`config.mk`:
```
export PLATFORM = sky130hd
export DESIGN_NAME = pipe_alu
export DESIGN_NICKNAME = d
export VERILOG_FILES = /design/src/rtl/pipe_alu.sv
export SDC_FILE = /design/constraint.sdc
export NUM_CORES = 1
export LEC_CHECK = 0
export CAP_MARGIN = 15
export CORE_MARGIN = 3
export CORE_UTILIZATION = 50
export CTS_CLUSTER_DIAMETER = 40
export CTS_CLUSTER_SIZE = 16
export DETAILED_ROUTE_END_ITERATION = 10
export GPL_TIMING_DRIVEN = 0
export MAX_ROUTING_LAYER = met4
export PLACE_DENSITY = 0.87
export SYNTH_ARGS = -nofsm -noshare
export SYNTH_HDL_FRONTEND = slang
export SYNTH_SLANG_ARGS = --single-unit
```
`constraint.sdc`:
```
create_clock -name clk -period 4.5 [get_ports clk]
set_input_delay 0.9 -clock clk [delete_from_list [all_inputs] [get_ports clk]]
set_output_delay 0.9 -clock clk [all_outputs]
set_load 0.02 [all_outputs]
```
`src/rtl/pipe_alu.sv`:
```
// Two-stage valid/ready ALU: and/or/add/sub/slt with carry, overflow and zero flags.
// Latency 2 cycles; full throughput; in_ready = !v1 || stage 2 loads (combinational on out_ready).
// Backpressure stalls both stages in place; `PIPE_ALU_STICKY_OVF_EN adds a sticky overflow flag.
module pipe_alu #(
    parameter int N = 32,
    parameter int M = 3
) (
    input  logic         clk,
    input  logic         reset,
    input  logic         in_valid,
    output logic         in_ready,
    input  logic [N-1:0] a,
    input  logic [N-1:0] b,
    input  logic [M-1:0] f,
    output logic         out_valid,
    input  logic         out_ready,
    output logic [N-1:0] y,
    output logic         cout,
    output logic         overflow,
`ifdef PIPE_ALU_STICKY_OVF_EN
    output logic         zero,
    output logic         sticky_ovf,
    input  logic         clr_sticky
`else
    output logic         zero
`endif
);

    typedef struct packed {
        logic [N-1:0] a;
        logic [N-1:0] b;
        logic [M-1:0] f;
    } op_t;

    typedef struct packed {
        logic [N-1:0] y;
        logic         cout;
        logic         ovf;
        logic         zero;
    } res_t;

    localparam logic [M-1:0] F_AND  = 3'b000;
    localparam logic [M-1:0] F_OR   = 3'b001;
    localparam logic [M-1:0] F_ADD  = 3'b010;
    localparam logic [M-1:0] F_ANDN = 3'b100;
    localparam logic [M-1:0] F_ORN  = 3'b101;
    localparam logic [M-1:0] F_SUB  = 3'b110;
    localparam logic [M-1:0] F_SLT  = 3'b111;

    op_t  op_q;
    logic v1;
    res_t res_q;
    logic v2;

    logic load1;
    logic load2;
    logic retire;

    assign retire   = v2 && out_ready;
    assign load2    = !v2 || out_ready;
    assign in_ready = !v1 || load2;
    assign load1    = in_valid && in_ready;

    // Stage 1: operand capture. Operands are only sampled on an accepted request.
    always_ff @(posedge clk or posedge reset) begin
        if (reset) begin
            v1 <= 1'b0;
        end else if (in_ready) begin
            v1 <= in_valid;
        end
    end

    always_ff @(posedge clk) begin
        if (load1) begin
            op_q <= '{a: a, b: b, f: f};
        end
    end

    // Shared adder: a + (f[2] ? ~b : b) + f[2], one bit wider for the carry.
    logic [N-1:0] bb;
    logic [N:0]   sum;
    logic         arith;
    logic         ovf_raw;
    res_t         res_c;

    always_comb begin
        bb      = op_q.f[2] ? ~op_q.b : op_q.b;
        sum     = {1'b0, op_q.a} + {1'b0, bb} + {{N{1'b0}}, op_q.f[2]};
        arith   = (op_q.f == F_ADD) || (op_q.f == F_SUB) || (op_q.f == F_SLT);
        ovf_raw = (op_q.a[N-1] == bb[N-1]) && (sum[N-1] != op_q.a[N-1]);
    end

    always_comb begin
        res_c = '0;
        unique case (op_q.f)
            F_AND:  res_c.y = op_q.a & op_q.b;
            F_OR:   res_c.y = op_q.a | op_q.b;
            F_ANDN: res_c.y = op_q.a & bb;
            F_ORN:  res_c.y = op_q.a | bb;
            F_ADD,
            F_SUB:  res_c.y = sum[N-1:0];
            F_SLT:  res_c.y = {{(N-1){1'b0}}, sum[N-1] ^ ovf_raw};
            default: res_c.y = '0;
        endcase
        res_c.cout = arith && sum[N];
        res_c.ovf  = arith && ovf_raw;
        res_c.zero = (res_c.y == '0);
    end

    // Stage 2: result register; holds while the consumer stalls.
    always_ff @(posedge clk or posedge reset) begin
        if (reset) begin
            v2    <= 1'b0;
            res_q <= '0;
        end else if (load2) begin
            v2 <= v1;
            if (v1) begin
                res_q <= res_c;
            end
        end
    end

    assign out_valid = v2;
    assign y         = res_q.y;
    assign cout      = res_q.cout;
    assign overflow  = res_q.ovf;
    assign zero      = res_q.zero;

`ifdef PIPE_ALU_STICKY_OVF_EN
    // Set has priority over clear so a retiring overflow is never lost.
    always_ff @(posedge clk or posedge reset) begin
        if (reset) begin
            sticky_ovf <= 1'b0;
        end else if (retire && res_q.ovf) begin
            sticky_ovf <= 1'b1;
        end else if (clr_sticky) begin
            sticky_ovf <= 1'b0;
        end
    end
`endif

    a_full_stall: assert property (@(posedge clk) disable iff (reset)
        !in_ready |-> (v1 && v2 && !out_ready));
    a_hold: assert property (@(posedge clk) disable iff (reset)
        (v2 && !out_ready) |=> (v2 && $stable(res_q)));
    a_retire_known: assert property (@(posedge clk) disable iff (reset)
        retire |-> !$isunknown(res_q));

endmodule

```
After elaboration in Yosys (flattened, before gate mapping)
Cells that the tools add are included.
{ "op_classes": {"add_sub_neg": 2, "n_eq_ne": 8, "mux": 2, "n_bitwise": 6, "n_reduce_logical": 14} }
{ "ops": {"columns": ["operator", "n"], "rows": [
  ["$pmux 32 s6", 1],
  ["$and 32x32->32", 2],
  ["$or 32x32->32", 2],
  ["$add 32x32->33", 1],
  ["$add 33x1->33", 1],
  ["$logic_not 32->1", 1],
  ["$mux 32", 1],
  ["$not 32->32", 1],
  ["$eq 3x3->1 const B", 4],
  ["$logic_and 1x1->1", 4],
  ["$logic_or 1x1->1", 4],
  ["$eq 3x1->1 const B", 1],
  ["$eq 3x2->1 const B", 1],
  ["$logic_not 3->1", 1],
  ["$logic_not 1->1", 2],
  ["$reduce_and 2->1", 1],
  ["$reduce_or 2->1", 1],
  ["$eq 1x1->1", 1],
  ["$ne 1x1->1", 1],
  ["$xor 1x1->1", 1]
]} }
{ "totals": {"reg_bits": 104, "input_bits": 71, "elab_cells": 41} }

Logic depth before layout (Yosys ltp)
Gate-level depths: netlist of run 1.
{ "depth": {"depth_word": 9, "ltp_mapped": 17, "ltp_nobuf": 13} }

Least setup slack after synthesis of run 1
OpenSTA, ideal clock, no wires.
{ "synth_timing": {"kind": "register -> register", "from": "register op_q[2] (netlist bit)", "to": "register res_q, in the netlist zero", "setup_time_ns": 0.068, "arrival_ns": 3.816, "path_slack_ns": 0.616, "path_stages_with_launch": 18, "path_buffers": 5, "synth_period_minus_slack_ns": 3.884, "path_cell_list": "edfxtp_1 buf_6 buf_2 buf_2 buf_2 xor2_1 ha_1 clkbuf_1 a21oi_1 o21ai_1 o21ai_0 a311oi_1 nor2b_1 nor4_1 or3_1 a32o_1 nor4b_1 a32o_1"} }
{ "synth_via": {"elab_chain_cells": 8, "elab_cells_between_ends": 19, "classes_between": "2 x add/sub; 8 x eq/ne; 2 x mux; 3 x bitwise; 4 x reduce/logical"} }
{ "synth_lines": {"columns": ["element", "line", "text"], "rows": [
  ["start: declaration", "50", "op_t op_q;"],
  ["start signal: assignment", "75", "op_q <= '{a: a, b: b, f: f};"],
  ["$mux 32", "87", "bb = op_q.f[2] ? ~op_q.b : op_q.b;"],
  ["$add 32x32->33", "88", "sum = {1'b0, op_q.a} + {1'b0, bb} + {{N{1'b0}}, op_q.f[2]};"],
  ["$add 33x1->33", "88", null],
  ["$ne 1x1->1", "90", "ovf_raw = (op_q.a[N-1] == bb[N-1]) && (sum[N-1] != op_q.a[N-1]);"],
  ["$logic_and 1x1->1", "90", null],
  ["$xor 1x1->1", "102", "F_SLT: res_c.y = {{(N-1){1'b0}}, sum[N-1] ^ ovf_raw};"],
  ["$pmux 32 s6 (*)", "95", "unique case (op_q.f)"],
  ["$logic_not 32->1 (*)", "107", "res_c.zero = (res_c.y == '0);"],
  ["end signal: assignment", "118", "res_q <= res_c;"],
  ["end: declaration", "52", "res_t res_q;"]
]} }
Every way passes the cells marked *; elsewhere a longest branch is shown, timed or not.
A chain may end at the register's enable or synchronous reset.

Final worst setup path of run 1
Ends and elaborated chain as after synthesis.

==> metrics.md, run 1 <==
| Metric | Value |
|---|---|
| Status | `completed` |
| Power Total | `3.05 mW` |
| Gate power share | `36.1%` |
| Max_cap viols | `0` |
| DRC | `0` |
| Die area | `14000 µm²` |
| Fmax | `234 MHz` |
| Via count | `5545` |
| Footprint of the multi-input gates | `3240 µm²` |
| Layout area overhead | `26.0%` |
| WP data arrival | `4.52 ns` |
| Post-layout util | `between 60 and 70%` |
| Crit path kind | `reg2reg` |
| Avg Vias per Cell | `slightly above 6` |
| Yosys top cell by area | `edfxtp_1` |
| Hold buffer count at CTS | `0` |
| Startpoint Class | `flop` |
| Power Density | `383 nW/µm²` |
| Seq pwr share | `39.6%` |
| Min-Delay Path Class | `reg2reg` |
| Total track usage | `27.1%` |
| Clock tree buffer depth | `2` |
| Die extent in x | `approximately 120 µm` |
| Crit Path Max Fanout | `19` |
| Register bit total from synthesis | `104` |
| Global-route wire length before repair | `29.0 mm` |
| Wirelength, routed | `18.5 mm` |
| Switching share of power | `34.6%` |
| Crit-path max cell delay | `0.56 ns` |
| Synth unique cells | `between 60 and 70` |
| Count of clock tree sinks | `104` |
| Nature of the critical path endpoint | `flop` |
| Actual slew at the worst max-slew pin | `0.805 ns` |
| P_leak | `3.00 nW` |
| Top_reg_cell synth | `edfxtp_1` |
| Peak VDD IR | `approximately 0.00028 V` |
| Post-synthesis net count | `730` |
| Most frequent cells in the layout | `clkdlybuf4s50_1 (107), nand2_1 (81), edfxtp_1 (67)` |
| Chip Height | `118 µm` |
| Mapped Area | `6310 µm²` |
| Worst EP required | `4.75 ns` |
| Largest net degree at the start of global routing | `between 40 and 50` |
| CTS tree | `yes` |
| Area share of the largest cell type after synthesis | `31.9%` |
| Pre-Repair DR Iteration Count | `5` |
| Post-synth EDFFs | `67` |
| Worst path cell trace | `buf_6 > buf_4 > xor2_1 > ha_1 > clkbuf_1 > o21a_1 > nor2_1 > a211oi_4 > or2_2 > a21oi_1 > o21ai_0 > xnor2_1 > o21ai_0 > nor4b_2 > a32o_1` |
| RSZ-0062 raised after global routing | `no` |
| Row cnt | `40` |
| Slew Limit Fails | `0` |
| CORE AREA | `about 12000 µm²` |
| Crit path time final | `4.28 ns` |
| Vias in the first global route | `5439` |
| PortBufs | `about 110` |
| Fraction of layout cells with a size suffix above 1 | `5.61%` |
| Commonest non-fill, non-tap cell in the layout | `clkdlybuf4s50_1` |
| I/O Pins | `108` |
| Sequential area share after synthesis | `46.6%` |
| Reg clk slew, reported paths | `0.06 ns` |
| HPWL after detailed placement | `14.0 mm` |
| Fill cell count | `998` |
| Final Hold Fails | `0` |
| Mean routed wirelength per cell | `a little over 20 µm` |
| Post-layout nets | `848` |
| Antenna Nets Post-Route | `0` |
| Clock Skew | `about 0.010 ns` |
| CTS root buffer | `clkbuf_16` |
| Slowest cell on the critical path | `o21ai_0` |
| Clock Latency Late Sink | `0.36 ns` |
| Cells after Synth | `626` |
| Crit path top cell by count | `o21ai_0` |
| Synth warn | `0` |
| # setup viols final | `0` |
| # diodes | `0` |
| Net switching power | `1.06 mW` |
| Register Area | `2940 µm²` |
| GP Congestion | `0.943` |
| Max_slew headroom | `46.3%` |
| Initial antenna violation count | `0` |
| GR Overflow Total | `0` |
| Crit share post-route | `95.0%` |
| Buf/Inv on CP | `3` |
| CTS HTree Levels | `3` |
| Initial core utilization | `51.9%` |
| Clock buffer count from CTS | `9` |
| Cell-internal power | `1.99 mW` |
| Detailed router's first-iteration violation count | `approximately 560` |
| Ranking of synthesized cells by area | `edfxtp_1 (32%), dfrtp_1 (15%), ha_1 (6.3%), xor2_1 (5.1%), nand2_1 (4.8%)` |
| Async SR Flop Fraction | `35.6%` |
| Clk pwr share | `24.3%` |
| Avg Inst Size Synth | `10.1 µm²` |
| CP top delay family | `compound AO/OA/AOI/OAI gates` |
[power by group through the flow]
stage	registers [mW]	clock network, mW	logic, mW
CTS	1.21	0.749	1.08
floorplan	1.29	0	0.595
global route	1.22	0.796	1.19
detailed placement	1.23	0	1.07
finish	1.21	0.741	1.10
global placement	1.23	0	1.04
[cell usage after synthesis, types with 5 or more instances]
cell type  instances
a21o_1             6
a21oi_1           52
a22oi_1            8
a31oi_1            7
and2_1             5
clkbuf_1          28
dfrtp_1           37
edfxtp_1          67
ha_1              32
inv_1              9
maj3_1            21
nand2_1           81
nand2b_1           6
nand3_1           10
nand4_1           10
nor2_1            32
nor3_1             9
nor4_1             5
o211ai_1           6
o21a_1             8
o21ai_0           50
xnor2_1           18
xor2_1            37
[path summary, 6_finish.rpt]
kind	from	to	slack [ns]	cells after the start
hold reg to reg	y[22]$_DFFE_PP0P_	y[22]$_DFFE_PP0P_	0.48	2
min in group asynchronous	reset	y[2]$_DFFE_PP0P_	0.96	2
setup / recovery	op_q[2]$_DFFE_PP_	zero$_DFFE_PP0P_	0.22	15
hold / removal	y[22]$_DFFE_PP0P_	y[22]$_DFFE_PP0P_	0.48	2
max in group asynchronous	reset	y[28]$_DFFE_PP0P_	3.00	3
setup reg to reg	op_q[2]$_DFFE_PP_	zero$_DFFE_PP0P_	0.22	15
[worst reg2reg max path: cells and delay by family (launching register included)]
family | cells | cell delay (ns)
AND/OR/NAND/NOR | 3 | 0.70
AO/OA/AOI/OAI | 6 | 1.60
adder cells (fa/ha/maj) | 1 | 0.27
flip-flops | 1 | 0.38
XOR/XNOR | 2 | 0.42
buffers and inverters | 3 | 0.80
[layout make-up]
class	instances	share of cell area [%]
Clock inverter	2	0.157
Inverter	10	0.472
Tap cell	168	2.64
Sequential cell	104	36.9
Clock buffer	14	3.19
Multi-Input combinational cell	478	40.8
Timing Repair Buffer	109	14.1
Buffer	32	1.76
[flip-flops by register name, indices dropped and copies added, names as in the netlist]
name	cells
op_q	67
y	32
cout	1
out_valid	1
overflow	1
v1	1
zero	1
[layer usage]
layer  global-route usage, %  vias up  share of wire, %
met5                       -        -                 0
met4                    9.82        0               2.3
met3                    4.83       38               7.6
met2                    42.6      260                47
met1                    35.5     2692                43
li1                        -     2555                 -
[per-stage QoR]
stage	TNS [ns]	instances	setup WS (ns)	hold slack [ns]	area, µm²
4_1_cts	0	918	0.0136	0.480	7920
3_5_place_dp	-2.92	903	-0.661	0.465	7640
2_1_floorplan	0	626	0.616	0.471	6310
3_3_place_gp	-2.09	901	-0.587	0.453	7590
6_report	0	917	0.224	0.476	7950
5_1_grt	0	917	0.0387	0.499	7950
[cell families (layout without fill, tap and decap cells)]
logic type	after synthesis	in the layout	synth area share (%)
AND/OR/NAND/NOR	183	183	14.0
XOR/XNOR	55	55	7.63
AO/OA/AOI/OAI	181	181	18.1
adder cells (fa/ha/maj)	56	56	10.3
multiplexers	3	3	0.535
buffers and inverters	44	167	2.82
flip-flops	104	104	46.6
[repair_timing]
| action | CTS | global route |
|---|---|---|
| setup buffers | 0 | 0 |
| gates resized for setup | 4 | 8 |
| endpoints found under the setup margin | 11 | 4 |
Note: power is estimated with default switching activity, not from simulation.
==> run 2, diff against run 1 <==
--- a/config.mk
+++ b/config.mk
@@ -6,14 +6,17 @@
 export NUM_CORES = 1
 export LEC_CHECK = 0
 export CAP_MARGIN = 15
+export CELL_PAD_IN_SITES_DETAIL_PLACEMENT = 0
+export CELL_PAD_IN_SITES_GLOBAL_PLACEMENT = 1
+export CORE_ASPECT_RATIO = 0.7
 export CORE_MARGIN = 3
-export CORE_UTILIZATION = 50
+export CORE_UTILIZATION = 42
 export CTS_CLUSTER_DIAMETER = 40
 export CTS_CLUSTER_SIZE = 16
 export DETAILED_ROUTE_END_ITERATION = 10
 export GPL_TIMING_DRIVEN = 0
 export MAX_ROUTING_LAYER = met4
-export PLACE_DENSITY = 0.87
+export PLACE_DENSITY = 0.92
 export SYNTH_ARGS = -nofsm -noshare
 export SYNTH_HDL_FRONTEND = slang
 export SYNTH_SLANG_ARGS = --single-unit
==> metrics.md, run 2 (synthesized netlist as in run 1, its figures left out) <==
| Metric | Value |
|---|---|
| Status | `completed` |
| Register Area | `2940 µm² (unchanged)` |
| CP top delay family | `simple AND/OR/NAND/NOR gates` |
| Largest register by flop count | `op_q` |
| PortBufs | `107 (unchanged)` |
| Clock buffer count from CTS | `9 (unchanged)` |
| Worst EP required | `4.79 ns (+0.04 ns)` |
| RSZ-0062 raised after global routing | `no` |
| Fraction of layout cells with a size suffix above 1 | `6.40% (+0.79 points)` |
| Fill cell count | `1267 (+27%)` |
| Reg clk slew, reported paths | `0.07 ns (about the same)` |
| Placement Cell Area | `7670 µm² (+0.36%)` |
| Initial antenna violation count | `0 (unchanged)` |
| Crit share post-route | `95.8% (+0.76 points)` |
| Clock Skew | `0.00728 ns (-0.00287 ns)` |
| Post-layout util | `56.0% (-9.4 points)` |
| Min-Delay Path Class | `reg2reg` |
| Via count | `5444 (-1.8%)` |
| CTS HTree Levels | `3 (unchanged)` |
| Final Hold Fails | `0 (unchanged)` |
| Largest net degree at the start of global routing | `46 (unchanged)` |
| Antenna Nets Post-Route | `0 (unchanged)` |
| Pre-Repair DR Iteration Count | `5 (unchanged)` |
| Avg Vias per Cell | `5.79 (-4.2%)` |
| CORE AREA | `14300 µm² (+18%)` |
| Detailed router's first-iteration violation count | `499 (-11%)` |
| Global-route wire length before repair | `30.0 mm (+3.6%)` |
| Mean routed wirelength per cell | `20.6 µm (+2.4%)` |
| P_leak | `3.03 nW (+0.92%)` |
| Max_slew headroom | `45.2% (-1.1 points)` |
| Die extent in x | `153 µm (+29%)` |
| GP Congestion | `0.915 (-2.9%)` |
| Die area | `16600 µm² (+18%)` |
| Buf/Inv on CP | `3 (unchanged)` |
| CTS root buffer | `clkbuf_16` |
| Worst path cell trace | `buf_6 > buf_4 > xor2_1 > ha_1 > clkbuf_1 > o21a_1 > nor2_1 > a211oi_4 > or2_2 > a2111oi_2 > nand2_1 > nor4_2 > nand4_1 > nor4b_2 > a32o_1` |
| Fmax | `232 MHz (-0.80%)` |
| Nature of the critical path endpoint | `flop` |
| Startpoint Class | `flop` |
| Row cnt | `36 (-10%)` |
| Max_cap viols | `0 (unchanged)` |
| Crit-path max cell delay | `0.52 ns (-0.04 ns)` |
| Actual slew at the worst max-slew pin | `0.815 ns (+0.00910 ns)` |
| Power Density | `388 nW/µm² (+1.3%)` |
| WHS | `0.466 ns (-0.0101 ns)` |
| Crit path time final | `4.31 ns (+0.0343 ns)` |
| WP data arrival | `4.60 ns (+0.08 ns)` |
| DRC | `0 (unchanged)` |
| Hold buffer count at CTS | `0 (unchanged)` |
| Chip Height | `109 µm (-8.3%)` |
| I/O Pins | `108 (unchanged)` |
| Max FFs per register | `67 (unchanged)` |
| Final Cell Area | `8030 µm² (+0.91%)` |
| Crit path kind | `reg2reg` |
| Most frequent cells in the layout | `clkdlybuf4s50_1 (107), nand2_1 (81), edfxtp_1 (67)` |
| Wirelength, routed | `19.4 mm (+5.0%)` |
| Slew Limit Fails | `0 (unchanged)` |
| Clock Latency Late Sink | `0.36 ns (about the same)` |
| Initial core utilization | `44.1% (-7.8 points)` |
| Footprint of the multi-input gates | `3250 µm² (+0.23%)` |
| HPWL after detailed placement | `14.7 mm (+5.2%)` |
| Count of clock tree sinks | `104 (unchanged)` |
| # setup viols final | `0 (unchanged)` |
| Dpl ws | `-1.13 ns (-0.468 ns)` |
| Clock tree buffer depth | `2 (unchanged)` |
| # diodes | `0 (unchanged)` |
| Layout area overhead | `27.2%` |
| Crit Path Max Fanout | `19 (unchanged)` |
| Commonest non-fill, non-tap cell in the layout | `clkdlybuf4s50_1` |
| Vias in the first global route | `5245 (-3.6%)` |
| GR Overflow Total | `0 (unchanged)` |
| Total track usage | `24.4% (-2.7 points)` |
| Peak VDD IR | `0.000183 V (-35%)` |
| Slowest cell on the critical path | `a2111oi_2` |
| CTS tree | `yes` |
| Post-layout nets | `849 (+0.12%)` |
| Worst Slack Setup Final | `0.190 ns (-0.0343 ns)` |
## run 2: power by group
part	switching, mW	internal (mW)
registers	0.0685	1.14
logic	0.654	0.467
clock network	0.375	0.416
## run 2: layout make-up
type	count	share of cell area, %
clock buffer	10	3.12
clock inverter	6	0.577
timing repair buffer	110	14.0
sequential	104	36.6
inverter	10	0.468
buffer	32	1.75
multi-input combinational	478	40.5
tap	190	2.96
## run 2: stage by stage
step / TNS [ns] / total power [mW] / cells
finish: 0 / 3.12 / 940
detailed placement: -4.22 / 2.31 / 925
global route: 0 / 3.28 / 940
floorplan: 0 / 1.89 / 626
global placement: -4.28 / 2.29 / 923
CTS: 0 / 3.12 / 941
## run 2: path summary, 6_finish.rpt
| kind | startpoint | end | slack (ns) | cells past startpoint |
|---|---|---|---|---|
| worst max-delay path | op_q[2]$_DFFE_PP_ | zero$_DFFE_PP0P_ | 0.19 | 15 |
| worst min-delay path | y[22]$_DFFE_PP0P_ | y[22]$_DFFE_PP0P_ | 0.47 | 2 |
| worst max register to register | op_q[2]$_DFFE_PP_ | zero$_DFFE_PP0P_ | 0.19 | 15 |
| worst min register to register | y[22]$_DFFE_PP0P_ | y[22]$_DFFE_PP0P_ | 0.47 | 2 |
| max in group asynchronous | reset | y[22]$_DFFE_PP0P_ | 2.94 | 3 |
| min in group asynchronous | reset | y[11]$_DFFE_PP0P_ | 1.00 | 2 |
## run 2: per-layer routing
metal	vias to the layer above	GRT usage, %	routed length (µm)
li1	2558	-	-
met5	-	-	0
met2	268	34.9	8170
met1	2602	35.4	9210
met3	16	5.32	1750
met4	0	6.36	242
## run 2: worst min-delay path: cells and delay by family, from the launching register on
kind             cells  cell delay, ns
AND/OR/NAND/NOR      2            0.09
flip-flops           1            0.34
## run 2: repair_timing
action                     in CTS  in global routing
setup endpoints to repair      15                  3
buffers inserted                1                  0
resized for setup               9                  6
pin swaps                       2                  0
